[config.mk]
export PLATFORM = sky130hd
export DESIGN_NAME = zelda_rom_arbiter
export DESIGN_NICKNAME = d
export VERILOG_FILES = /design/src/rtl/zelda_pkg.sv /design/src/rtl/zelda_rr_pick.sv /design/src/rtl/zelda_rom_arbiter.sv
export SDC_FILE = /design/constraint.sdc
export NUM_CORES = 1
export LEC_CHECK = 0
export ABC_AREA = 1
export CORE_AREA = 2 2 55 57
export CTS_CLUSTER_DIAMETER = 80
export DETAILED_ROUTE_END_ITERATION = 7
export DIE_AREA = 0 0 57 59
export PLACE_DENSITY = 0.8
export SLEW_MARGIN = 20
export SYNTH_ARGS = -nofsm -noshare
export SYNTH_HDL_FRONTEND = slang
export SYNTH_SLANG_ARGS = --single-unit
[constraint.sdc]
create_clock -name vga_clk -period 2.3 [get_ports vga_clk]
set_input_delay 0.23 -clock vga_clk [delete_from_list [all_inputs] [get_ports vga_clk]]
set_output_delay 0.23 -clock vga_clk [all_outputs]
set_load 0.02 [all_outputs]
[src/rtl/zelda_pkg.sv]
// Shared constants and types for the sprite/tile ROM arbiter.
// Latency: n/a (declarations only).
// Backpressure: n/a (declarations only).
package zelda_pkg;

    // Requester slots on the pixel pipeline
    localparam int REQ_BG    = 0;
    localparam int REQ_LINK  = 1;
    localparam int REQ_ENEMY = 2;

    // Default ROM geometry
    localparam int ROM_ADDR_W = 10;
    localparam int PAL_IDX_W  = 4;

    typedef logic [ROM_ADDR_W-1:0] rom_addr_t;
    typedef logic [PAL_IDX_W-1:0]  pal_idx_t;

    // Index increment wrapping from n-1 back to 0 (n need not be a power of two)
    function automatic int wrap_inc(input int idx, input int n);
        return (idx + 1 >= n) ? 0 : idx + 1;
    endfunction

endpackage

[src/rtl/zelda_rr_pick.sv]
// Rotating priority encoder: first asserted req at or after rr_ptr, wrapping mod N.
// Latency: purely combinational.
// Backpressure: none; the caller decides whether the pick is consumed.
module zelda_rr_pick
    import zelda_pkg::*;
#(
    parameter int N     = 3,
    parameter int PTR_W = $clog2(N)
) (
    input  logic [N-1:0]     req,
    input  logic [PTR_W-1:0] rr_ptr,
    output logic [N-1:0]     gnt,
    output logic [PTR_W-1:0] gnt_idx,
    output logic             gnt_any
);

    int cand;

    // Walk N slots starting at rr_ptr; the first requester found wins
    always_comb begin
        gnt     = '0;
        gnt_idx = '0;
        gnt_any = 1'b0;
        cand    = int'(rr_ptr);
        if (cand >= N) begin
            cand = 0;
        end
        for (int off = 0; off < N; off++) begin
            if (!gnt_any && req[cand]) begin
                gnt[cand] = 1'b1;
                gnt_idx   = PTR_W'(cand);
                gnt_any   = 1'b1;
            end
            cand = wrap_inc(cand, N);
        end
    end

endmodule

[src/rtl/zelda_rom_arbiter.sv]
// Shares one single-port sprite/tile ROM among pixel requesters; optional background priority via ZELDA_ROM_ARB_BG_PRIORITY_EN.
// Latency: gnt/rom_address same cycle as req; rvalid/rdata ROM_LAT+1 cycles after grant.
// Backpressure: losers simply stay ungranted and hold req/addr; returning data cannot be stalled.
module zelda_rom_arbiter
    import zelda_pkg::*;
#(
    parameter int N_REQ   = 3,
    parameter int ADDR_W  = 10,
    parameter int DATA_W  = 4,
    parameter int ROM_LAT = 1
) (
    input  logic                          vga_clk,
    input  logic                          Reset,
    input  logic [N_REQ-1:0]              req,
    input  logic [N_REQ-1:0][ADDR_W-1:0]  addr,
    output logic [N_REQ-1:0]              gnt,
    output logic [ADDR_W-1:0]             rom_address,
    output logic                          rom_en,
    input  logic [DATA_W-1:0]             rom_q,
    output logic [N_REQ-1:0]              rvalid,
    output logic [DATA_W-1:0]             rdata
);

    localparam int PTR_W = $clog2(N_REQ);

`ifdef ZELDA_ROM_ARB_BG_PRIORITY_EN
    // Pointer never rests on the background slot in this mode
    localparam logic [PTR_W-1:0] PTR_RST = PTR_W'(1);
`else
    localparam logic [PTR_W-1:0] PTR_RST = '0;
`endif

    logic [PTR_W-1:0]  rr_ptr_q, rr_ptr_d;
    logic [N_REQ-1:0]  pick_req;
    logic [N_REQ-1:0]  pick_gnt;
    logic [PTR_W-1:0]  pick_idx;
    logic              pick_any;
    logic [N_REQ-1:0]  gnt_raw;

    logic [N_REQ-1:0]  tag_q [ROM_LAT];
    logic [N_REQ-1:0]  tag_d [ROM_LAT];
    logic [N_REQ-1:0]  tag_out;

    logic [N_REQ-1:0]  rvalid_q, rvalid_d;
    logic [DATA_W-1:0] rdata_q, rdata_d;

    // Requests seen by the rotating encoder (background removed when it has its own priority)
    always_comb begin
        pick_req = req;
`ifdef ZELDA_ROM_ARB_BG_PRIORITY_EN
        pick_req[REQ_BG] = 1'b0;
`endif
    end

    zelda_rr_pick #(
        .N     (N_REQ),
        .PTR_W (PTR_W)
    ) u_pick (
        .req     (pick_req),
        .rr_ptr  (rr_ptr_q),
        .gnt     (pick_gnt),
        .gnt_idx (pick_idx),
        .gnt_any (pick_any)
    );

    // Final grant selection and next round-robin pointer
    always_comb begin
        gnt_raw  = pick_gnt;
        rr_ptr_d = rr_ptr_q;
`ifdef ZELDA_ROM_ARB_BG_PRIORITY_EN
        if (req[REQ_BG]) begin
            gnt_raw         = '0;
            gnt_raw[REQ_BG] = 1'b1;
        end else if (pick_any) begin
            rr_ptr_d = PTR_W'(wrap_inc(int'(pick_idx), N_REQ));
            if (rr_ptr_d == '0) begin
                rr_ptr_d = PTR_W'(1);
            end
        end
`else
        if (pick_any) begin
            rr_ptr_d = PTR_W'(wrap_inc(int'(pick_idx), N_REQ));
        end
`endif
    end

    // Outputs toward the ROM; forced quiet while Reset is asserted
    always_comb begin
        gnt         = Reset ? '0 : gnt_raw;
        rom_en      = |gnt;
        rom_address = '0;
        for (int i = 0; i < N_REQ; i++) begin
            if (gnt[i]) begin
                rom_address = rom_address | addr[i];
            end
        end
    end

    // Tag shift register follows each grant through the ROM latency
    always_comb begin
        tag_d[0] = gnt_raw;
        for (int s = 1; s < ROM_LAT; s++) begin
            tag_d[s] = tag_q[s-1];
        end
        tag_out = tag_q[ROM_LAT-1];
    end

    // Return stage: pulse rvalid for one cycle, hold rdata between returns
    always_comb begin
        rvalid_d = tag_out;
        rdata_d  = (|tag_out) ? rom_q : rdata_q;
    end

    // State registers; reset discards all in-flight tags
    always_ff @(posedge vga_clk or posedge Reset) begin
        if (Reset) begin
            rr_ptr_q <= PTR_RST;
            for (int s = 0; s < ROM_LAT; s++) begin
                tag_q[s] <= '0;
            end
            rvalid_q <= '0;
            rdata_q  <= '0;
        end else begin
            rr_ptr_q <= rr_ptr_d;
            for (int s = 0; s < ROM_LAT; s++) begin
                tag_q[s] <= tag_d[s];
            end
            rvalid_q <= rvalid_d;
            rdata_q  <= rdata_d;
        end
    end

    assign rvalid = rvalid_q;
    assign rdata  = rdata_q;

endmodule

# Word level (Yosys, flattened, before mapping)
# Cells that the tools add are included.
# totals
register_bits,12
in_bits,39
out_inout_bits,21
word_cells,62
# classes
n_addsub,3
n_lt_le_gt_ge,10
n_mux,32
n_bitwise,4
n_reduce_logical,9
# op_table
operator,count
$ge A32 B1 Y1 const B,3
$add A32 B2 Y32 const B,2
$ge A32 B3 Y1 const B,2
$lt A32 B4 Y1 const B,2
$mux W32,2
$mux W10,3
$or A10 B10 Y10,2
$mux W1,12
$mux W3,4
$mux W2,5
$bmux W1 S2,3
$demux W1 S2,3
$or A3 B3 Y3,2
$reduce_or A3 Y1,2
$logic_and A1 B1 Y1,5
$add A2 B1 Y3 const B,1
$ge A3 B2 Y1 const B,1
$lt A2 B3 Y1 const B,1
$ge A2 B2 Y1 const B,1
$logic_not A1 Y1,2

# Longest topological paths before layout
# logic_depth
ltp_word,20
depth_mapped,13
depth_no_buf,12

# Cells and area by module
# A second synthesis with hierarchy kept.
# hier_totals
hier_cells,146
area_unflattened_um2,1076.0
# modules_own_cells
mod,instances,cells_per_inst,area_per_inst_um2,seq_area_each_um2
zelda_rom_arbiter,1,88,772.0,300.3
zelda_rr_pick,1,58,304.0,0.0

# Worst setup path after synthesis
# Ideal clock, no wire load.
# synth_path
path_type,register -> output
start,reg rr_ptr_q[0]
end,out rom_address[4]
arrival_ns,1.765
required_ns,2.070
path_slack_ns,0.305
path_stages_with_launch,13
n_path_buf,1
cell_sequence,dfrtp_1 > inv_1 > ha_1 > inv_2 > nand2_2 > nand3_2 > nand2_4 > nor2_4 > nand3_2 > nand2_2 > buf_6 > nand3_1 > nand3_1
# synth_between
word_cells_on_any_way,49
cone_classes,add/sub (2); order compare (9); mux (27); bitwise (4); reduce/logical (7)
# synth_lines
element,line_no,text
"start, declared",zelda_rom_arbiter.sv:33,"logic [PTR_W-1:0] rr_ptr_q, rr_ptr_d;"
"start signal, assigned",zelda_rom_arbiter.sv:124,rr_ptr_q <= rr_ptr_d;
$ge A2 B2 Y1,zelda_rr_pick.sv:25,if (cand >= N) begin
$mux W2 (*),zelda_rr_pick.sv:25,
$add A32 B2 Y32,zelda_pkg.sv:20,return (idx + 1 >= n) ? 0 : idx + 1;
$ge A32 B3 Y1,zelda_pkg.sv:20,
$mux W32,zelda_pkg.sv:20,
$add A32 B2 Y32,zelda_pkg.sv:20,
$ge A32 B3 Y1,zelda_pkg.sv:20,
$mux W32,zelda_pkg.sv:20,
[... 3 more ...],-,
$demux W1 S2,-,
$or A3 B3 Y3 (no source line),-,
$mux W3 (*),zelda_rr_pick.sv:29,if (!gnt_any && req[cand]) begin
named net gnt_raw[1],zelda_rom_arbiter.sv:38,logic [N_REQ-1:0] gnt_raw;
$mux W3 (*),zelda_rom_arbiter.sv:89,gnt = Reset ? '0 : gnt_raw;
$mux W10 (*),zelda_rom_arbiter.sv:93,if (gnt[i]) begin
$or A10 B10 Y10,zelda_rom_arbiter.sv:94,rom_address = rom_address | addr[i];
$mux W10 (*),zelda_rom_arbiter.sv:93,
"end, declared",zelda_rom_arbiter.sv:17,"output logic [ADDR_W-1:0] rom_address,"
# The timed path passes the listed nets; every way through them passes the cells marked *. The select of a mux whose other input is x is not followed.

# Worst setup path in the final report
# layout_path
start,reg rr_ptr_q[0]
end,out rom_address[0]
# layout_between
elab_chain_cells,20
word_cells_on_any_way,49
cone_classes,add/sub (2); order compare (9); mux (27); bitwise (4); reduce/logical (7)
# layout_lines
element,line_no
$ge A2 B2 Y1,zelda_rr_pick.sv:25
$mux W2 (*),zelda_rr_pick.sv:25
$add A32 B2 Y32,zelda_pkg.sv:20
$ge A32 B3 Y1,zelda_pkg.sv:20
$mux W32,zelda_pkg.sv:20
$add A32 B2 Y32,zelda_pkg.sv:20
$ge A32 B3 Y1,zelda_pkg.sv:20
$mux W32,zelda_pkg.sv:20
[... 4 more ...],-
$or A3 B3 Y3 (no source line),-
$mux W3 (*),zelda_rr_pick.sv:29
$mux W3 (*),zelda_rom_arbiter.sv:89
$mux W10,zelda_rom_arbiter.sv:93
$or A10 B10 Y10,zelda_rom_arbiter.sv:94
$mux W10,zelda_rom_arbiter.sv:93
$or A10 B10 Y10,zelda_rom_arbiter.sv:94
$mux W10 (*),zelda_rom_arbiter.sv:93
# Mark *: on every way between the ends. The rest lies on a longest branch, timed or not. The select of a mux whose other input is x is not followed.

==> flow_summary.yaml <==
logic_synthesis:
  ys_types: 19
  ys_warn_count: 0
  synth_nets: 180
  seq_area_frac_synth_pct: 30.5
  netlist_area_um2: 985
  synth-seq-cells: 12
  netlist_instances: 137
  avgSynthCellArea_um2: 7.19
floorplanning:
  start_util_pct: 36.3
  die_h_um: 59
  num_io_pins: 60
  core_area_um2: 2710
  fp-row-count: 19
  die_w_um: 57
  dieArea_um2: 3360
cts:
  htreeDepth: 1
  tritoncts: "done"
  postCtsHoldBufs: 0
  cts_buffers: 3
  clock-sinks: 12
  cts_root_buf: "clkbuf_4"
  clkSlewWorstSetupHoldPaths_ps: 70
  worstSkewPairLatency_ps: 260
  ctsLongestPathBuffers: 2
hold_path:
  hold_class: "input pin to async pin"
placed_design:
  dpl_worst_slack_ps: -344
  place_area_um2: 1690
  place_hpwl_mm: 2.35
  gp_congestion: 0.828
  portBuffers: 59
timing:
  rsz0062_at_grt: "true"
  hold_violations: 0
  fin_crit_ps: 2340
  slew_violations: 0
  clock_skew_ps: 5.69
  tightest_slew_ps: 263
  slew_headroom_pct: 82.3
  fmax_mhz: 428
  period_share_pct: 102
  setup_viol: 6
  setup_ws_ps: -37.5
critical_path:
  arrival_ps: 2110
  slowest_delay_ps: 410
  path_class: "flop to output port"
  crit_path_cell_trace: "inv_2 > ha_4 > inv_4 > nand2_2 > nand3_2 > nand2_4 > inv_2 > nand4_1 > nand2_2 > nand3_2 > nand3_2 > buf_6"
  critPathRequiredTime_ps: 2070
  crit_path_end_kind: "output port"
  cp_max_fo: 7
  slowest_stage: "dfrtp_1"
  startpoint_type: "flop"
  critPathMostFrequentCell: "nand3_2"
finish:
  layout.nets: 264
  fin_area_um2: 1960
  antennaDiodeCount: 0
  area_growth_pct: 98.6
  drive_above_1_share_pct: 39.3
  post-route-util_pct: 72.2
drt:
  wl_per_cell_um: 13.8
  drt_wl_total_mm: 3.44
  viasPerCell: 5.08
  final_antenna_net_count: 0
  first_pass_iters: 4
  via_count: 1269
  drtIter0Drc: 51
  drc: 0
grt:
  grt_pass1_vias: 1209
  track_usage_pct: 19.2
  grt-ovfl-total: 0
  grt_pass1_wl_mm: 5.20
  grt_antenna_before_repair: 0
  grt_start_max_net_pins: 46
flow_run:
  maxCapViolations: 0
status:
  status: "finished, violations left"
  violations: "negative setup slack"
pwr:
  p_seq_share_pct: 11.0
  combPwrFrac_pct: 85.3
  leakage_nw: 0.931
  ir_drop_mv: 1.18
  internal-power_mw: 1.68
  p_switching_mw: 1.69
  power_frac_clock_pct: 3.6
  swShare_pct: 50.1
  powerDensity_nw_per_um2: 1720
[path summary, 6_finish.rpt]
path                              from             end  slack, ps  cells past startpoint
max                        rr_ptr_q[0]  rom_address[0]        -40                     12
min reg2reg                rvalid_d[0]       rvalid[0]        370                      0
max in group asynchronous        Reset     rr_ptr_q[1]       1810                      3
min in group vga_clk       rvalid_d[0]       rvalid[0]        370                      0
max reg2reg                rr_ptr_q[0]     rvalid_d[2]        430                     11
min                              Reset     rvalid_d[1]        290                      3
[repair_timing]
action                     in CTS  in global routing
setup buffers                   4                  4
resized for setup              87                 30
gates cloned                    3                  0
pin swaps                      12                 10
setup endpoints to repair      14                 14
[power groups by stage]
stage	Sequential (mW)	Combinational [mW]	Clock, mW
after floorplan	0.437	1.31	0
after global placement	0.361	2.21	0
after detailed placement	0.368	2.24	0
after CTS	0.367	2.54	0.124
after global routing	0.383	3.06	0.134
final	0.372	2.87	0.123
[Yosys cell counts, drive strengths merged]
| library cell | n | area [um^2] |
|---|---|---|
| a21oi | 1 | 5.00 |
| buf | 6 | 48.8 |
| clkinv | 1 | 3.75 |
| dfrtp | 12 | 300 |
| ha | 4 | 50.1 |
| inv | 16 | 60.1 |
| mux2 | 4 | 45.0 |
| nand2 | 30 | 133 |
| nand3 | 56 | 295 |
| nand4 | 1 | 6.26 |
| nor2 | 1 | 11.3 |
| nor3 | 1 | 5.00 |
| o21ai | 3 | 15.0 |
| or3 | 1 | 6.26 |
[worst max-delay path, delay by kind of cell (launching register included)]
| family | cells | cell delay (ps) |
|---|---|---|
| AND/OR/NAND/NOR | 7 | 870 |
| flip-flops | 1 | 410 |
| buffers and inverters | 4 | 340 |
| adder cells (fa/ha/maj) | 1 | 210 |
[cell families (layout without fill, tap and decap cells)]
kind of cell / after synthesis / in the layout / synth area share [%]
fa+ha+maj: 4 / 4 / 5.08
buf+inv: 23 / 102 / 11.4
compound gates: 4 / 4 / 2.03
flops: 12 / 12 / 30.5
simple gates: 90 / 93 / 46.4
mux: 4 / 4 / 4.57
[per-stage QoR]
step           TNS, ps  total power, mW  hold WS, ps  instances
2_1_floorplan        0             1.75          236        137
3_3_place_gp     -3950             2.57          350        236
3_5_place_dp     -4430             2.61          367        236
4_1_cts          -42.0             3.03          291        246
5_1_grt          -1210             3.58          319        250
6_report          -129             3.37          293        250
[cells in the final DEF (no fill, tap or decap), drive strengths merged, types with 3 or more instances in the layout]
cell type and count:
buf 37, clkbuf 3, clkdlybuf4s50 45, dfrtp 12, ha 4, inv 16
mux2 4, nand2 33, nand3 56, o21ai 3
[flip-flops by register name (all words and copies together) (netlist names)]
register,count
rvalid,3
rvalid_d,3
rr_ptr_q,2
rdata,4
[routing by layer]
layer / GRT usage [%] / share of wire, % / routed length [um] / up-vias
li1: - / - / - / 630
met1: 22.8 / 41 / 1400 / 580
met2: 36.1 / 52 / 1780 / 55
met3: 3.06 / 6.9 / 239 / 4
met5: 0 / 0 / 0 / -
met4: 4.65 / 0.81 / 28 / 0
[layout make-up]
type | instances | area, um^2
clock buffers | 3 | 22.5
repair buffers | 82 | 778
inverters | 17 | 66.3
well taps | 31 | 38.8
fillers | 214 | 754
flip-flops and latches | 12 | 302
multi-input cells | 105 | 748
Note: power is estimated with default switching activity, not from simulation.
==> RTL edit 1 (same settings) <==
`rdata_q` no longer has a reset.
--- a/src/rtl/zelda_rom_arbiter.sv
+++ b/src/rtl/zelda_rom_arbiter.sv
@@ -119,15 +119,17 @@
                 tag_q[s] <= '0;
             end
             rvalid_q <= '0;
-            rdata_q  <= '0;
         end else begin
             rr_ptr_q <= rr_ptr_d;
             for (int s = 0; s < ROM_LAT; s++) begin
                 tag_q[s] <= tag_d[s];
             end
             rvalid_q <= rvalid_d;
-            rdata_q  <= rdata_d;
         end
+    end
+
+    always_ff @(posedge vga_clk) begin
+        rdata_q <= rdata_d;
     end
 
     assign rvalid = rvalid_q;
Check against the original RTL: differs if Reset is asserted again (counterexample within 4 cycles, from zero or initial values and one cycle with Reset high); with Reset held inactive, the same outputs for 10 cycles.
==> RTL edit 1 against the unedited design <==
- the run still ends with setup timing left
- routed wire length rose by 21%
- critical endpoint is now rom_address[6]
- worst setup slack got worse by 120 ps
- total power rose by 17%
- cell area rose by 7.8%
- sequential power rose by 4%
- synthesized area rose by 6.4%
- largest cell class unchanged
- first-iteration DRC count fell by 5.9%
- sequential cell count did not move
==> RTL edit 1: results (changes against the unedited design) <==
[routing]
drt_wl_total_um=4160  ; was 3440 µm
dr_wl_met3_um=235  ; was 239 µm
vias_per_cell=5.31  ; was 5.08

[place]
placed_cells=226  ; was 236
pre_cts_ws_ps=-371  ; was -344 ps
place_area_um2=1720  ; was 1690 µm²

[sta]
worst_slack_ps=-159  ; was -37.5 ps
hold-worst-slack_ps=298  ; was 293 ps
relSlewSlack=0.809  ; was 0.823
setup_viol=13  ; was 6
tns_ps=-1370  ; was -129 ps
finClkSkew_ps=3.65  ; was 5.69 ps

[final_layout]
final_nets=262  ; was 264

[grt]
grt_pass1_vias=1356  ; was 1209
grt_usage=0.241  ; was 0.192
grt_pass1_wl_um=6240  ; was 5200 µm
grt_start_max_net_pins=42  ; was 46

[power]
vdd_drop_max_mv=1.91  ; was 1.18 mV
power_leakage_nw=0.998  ; was 0.931 nW

[synth]
yosys-top-cells-area=dfrtp_1, nand3_2, nand3_1  ; was dfrtp_1, nand3_1, nand2_1
synthMuxAreaShare=0  ; was 0.0457
synthAdderAreaFrac=0.0478  ; was 0.0508
syn-num-nets=171  ; was 180
synth_compound_area_frac=0.0143  ; was 0.0203
synth_commonest_cells=nand3_1, nand2_1, nand3_2  ; was nand3_1, nand2_1, inv_1
ys_seq_area_frac=0.306  ; was 0.305

[worst_setup_path]
worst-r2r-cell-count=14  ; was 11
ff2ff_setup_slack_ps=250  ; was 430 ps
reg2reg_to=rr_ptr_q[0]  ; was rvalid_d[2]
arrival_ps=2230  ; was 2110 ps

[status]
status=complete, but fails checks  ; unchanged
violations=setup timing  ; unchanged

[RTL edit 1: changes by cell type after synthesis, sizes merged]
cell and delta:
nand4 +2, inv +1, clkbuf +1, nor3 -1, nand2 -4, buf -1
nand3 -2, dfrtp -4, edfxtp +4, a21oi -1, mux2 -4
[RTL edit 1: layout make-up]
| class | count | area, µm² | area share |
|---|---|---|---|
| Tap cell | 31 | 38.8 | 0.0184 |
| Inverter | 18 | 72.6 | 0.0344 |
| Multi-Input combinational cell | 93 | 723 | 0.343 |
| Sequential cell | 12 | 323 | 0.153 |
| Timing Repair Buffer | 91 | 915 | 0.434 |
| Clock buffer | 4 | 36.3 | 0.0172 |
[RTL edit 1: power groups by stage]
stage	Combinational, mW	Sequential (mW)	Clock [mW]
floorplan	1.39	0.427	0
global placement	2.17	0.365	0
detailed placement	2.25	0.374	0
CTS	3.19	0.381	0.165
global route	3.58	0.395	0.178
finish	3.40	0.386	0.164
==> RTL edit 2 (config.mk and constraints unchanged) <==
Without the edit above. Change the parameter `ADDR_W` from 10 to 9.
--- a/src/rtl/zelda_rom_arbiter.sv
+++ b/src/rtl/zelda_rom_arbiter.sv
@@ -5,7 +5,7 @@
     import zelda_pkg::*;
 #(
     parameter int N_REQ   = 3,
-    parameter int ADDR_W  = 10,
+    parameter int ADDR_W  = 9,
     parameter int DATA_W  = 4,
     parameter int ROM_LAT = 1
 ) (
Ports: changed (resized addr and rom_address); port bits go from 60 to 56. No check against the original RTL was run, so the function may have changed too.
==> RTL edit 2 against the unedited design <==
- synthesized area up 2.9%
- core utilization down 3.0 points
- the flow still finishes with violations (setup timing)
- routed wire length fell by 7.2%
- worst setup slack improved by 1.9 ps
- total power down 9.1%
- cell area decreased by 4.1%
- sequential cell count is the same
- count of clock-buffer cells in the layout up 1
- critical endpoint unchanged
==> RTL edit 2: results (changes against the unedited design) <==
[status]
status=complete, but fails checks  ; unchanged
violations=setup timing  ; unchanged

[routing]
drt_iter0_drc=27  ; was 51
vias_per_cell=5.14  ; was 5.08
met2_wirelength_um=1660  ; was 1780 µm
drt-met1-wl_um=1200  ; was 1400 µm

[worst_setup_path]
ff2ff_setup_slack_ps=470  ; was 430 ps
reg2reg_to=rr_ptr_q[0]  ; was rvalid_d[2]
crit_path_start=rr_ptr_q[1]  ; was rr_ptr_q[0]
worst-r2r-cell-count=12  ; was 11
critPathMaxFanout=5  ; was 7

[sta]
finClkSkew_ps=6.99  ; was 5.69 ps
worst_slack_ps=-35.6  ; was -37.5 ps
tns_ps=-113  ; was -129 ps
hold-worst-slack_ps=304  ; was 293 ps
setup_viol=6  ; unchanged
worst_slew_pin_slew_ps=240  ; was 263 ps

[synth]
ys_seq_area_frac=0.296  ; was 0.305
avgSynthCellArea_um2=7.51  ; was 7.19 µm²
syn-num-nets=175  ; was 180
yosys-top-cells-area=dfrtp_1, nand3_1, nand2_1  ; unchanged

[final_layout]
fill_cells=212  ; was 214
fin_cells=238  ; was 250
drive_gt1_frac=0.382  ; was 0.393
design_area_um2=1880  ; was 1960 µm²

[cts]
post_cts_resized=73  ; was 87

[power]
powerDensity_nw_per_um2=1630  ; was 1720 nW/µm²
powerSeq_uw=364  ; was 372 µW
power_frac_comb=0.828  ; was 0.853
vdd_drop_max_mv=1.36  ; was 1.18 mV

[place]
port_buffers=55  ; was 59
hpwl_um=2190  ; was 2350 µm
place_congestion=0.949  ; was 0.828

[grt]
grt_start_max_net_pins=43  ; was 46

RTL edit 2: changes by cell type after synthesis, sizes merged:
cell    before  now
nand3       56   51
nand2       30   32
clkinv       1    0
inv         16   17
nand4        1    2
nor2         1    2
nor3         1    0
RTL edit 2: per-layer routing:
| layer | global-route usage | vias up |
|---|---|---|
| met5 | 0 | - |
| met4 | 0.0532 | 0 |
| met3 | 0.0240 | 8 |
| met2 | 0.322 | 65 |
| met1 | 0.198 | 555 |
| li1 | - | 596 |
RTL edit 2: logic make-up (layout without fill, tap and decap cells):
family                   after synthesis  in the layout  synth area share
AND/OR/NAND/NOR                       88             90             0.464
buffers and inverters                 23             93             0.122
flip-flops                            12             12             0.296
adder cells (fa/ha/maj)                4              4            0.0494
AO/OA/AOI/OAI                          4              4            0.0235
multiplexers                           4              4            0.0444
RTL edit 2: layout make-up:
type,instances,share of cell area
inverters,17,0.0354
flip-flops and latches,12,0.160
repair buffers,72,0.366
well taps,31,0.0207
clock buffers,4,0.0193
multi-input cells,102,0.398
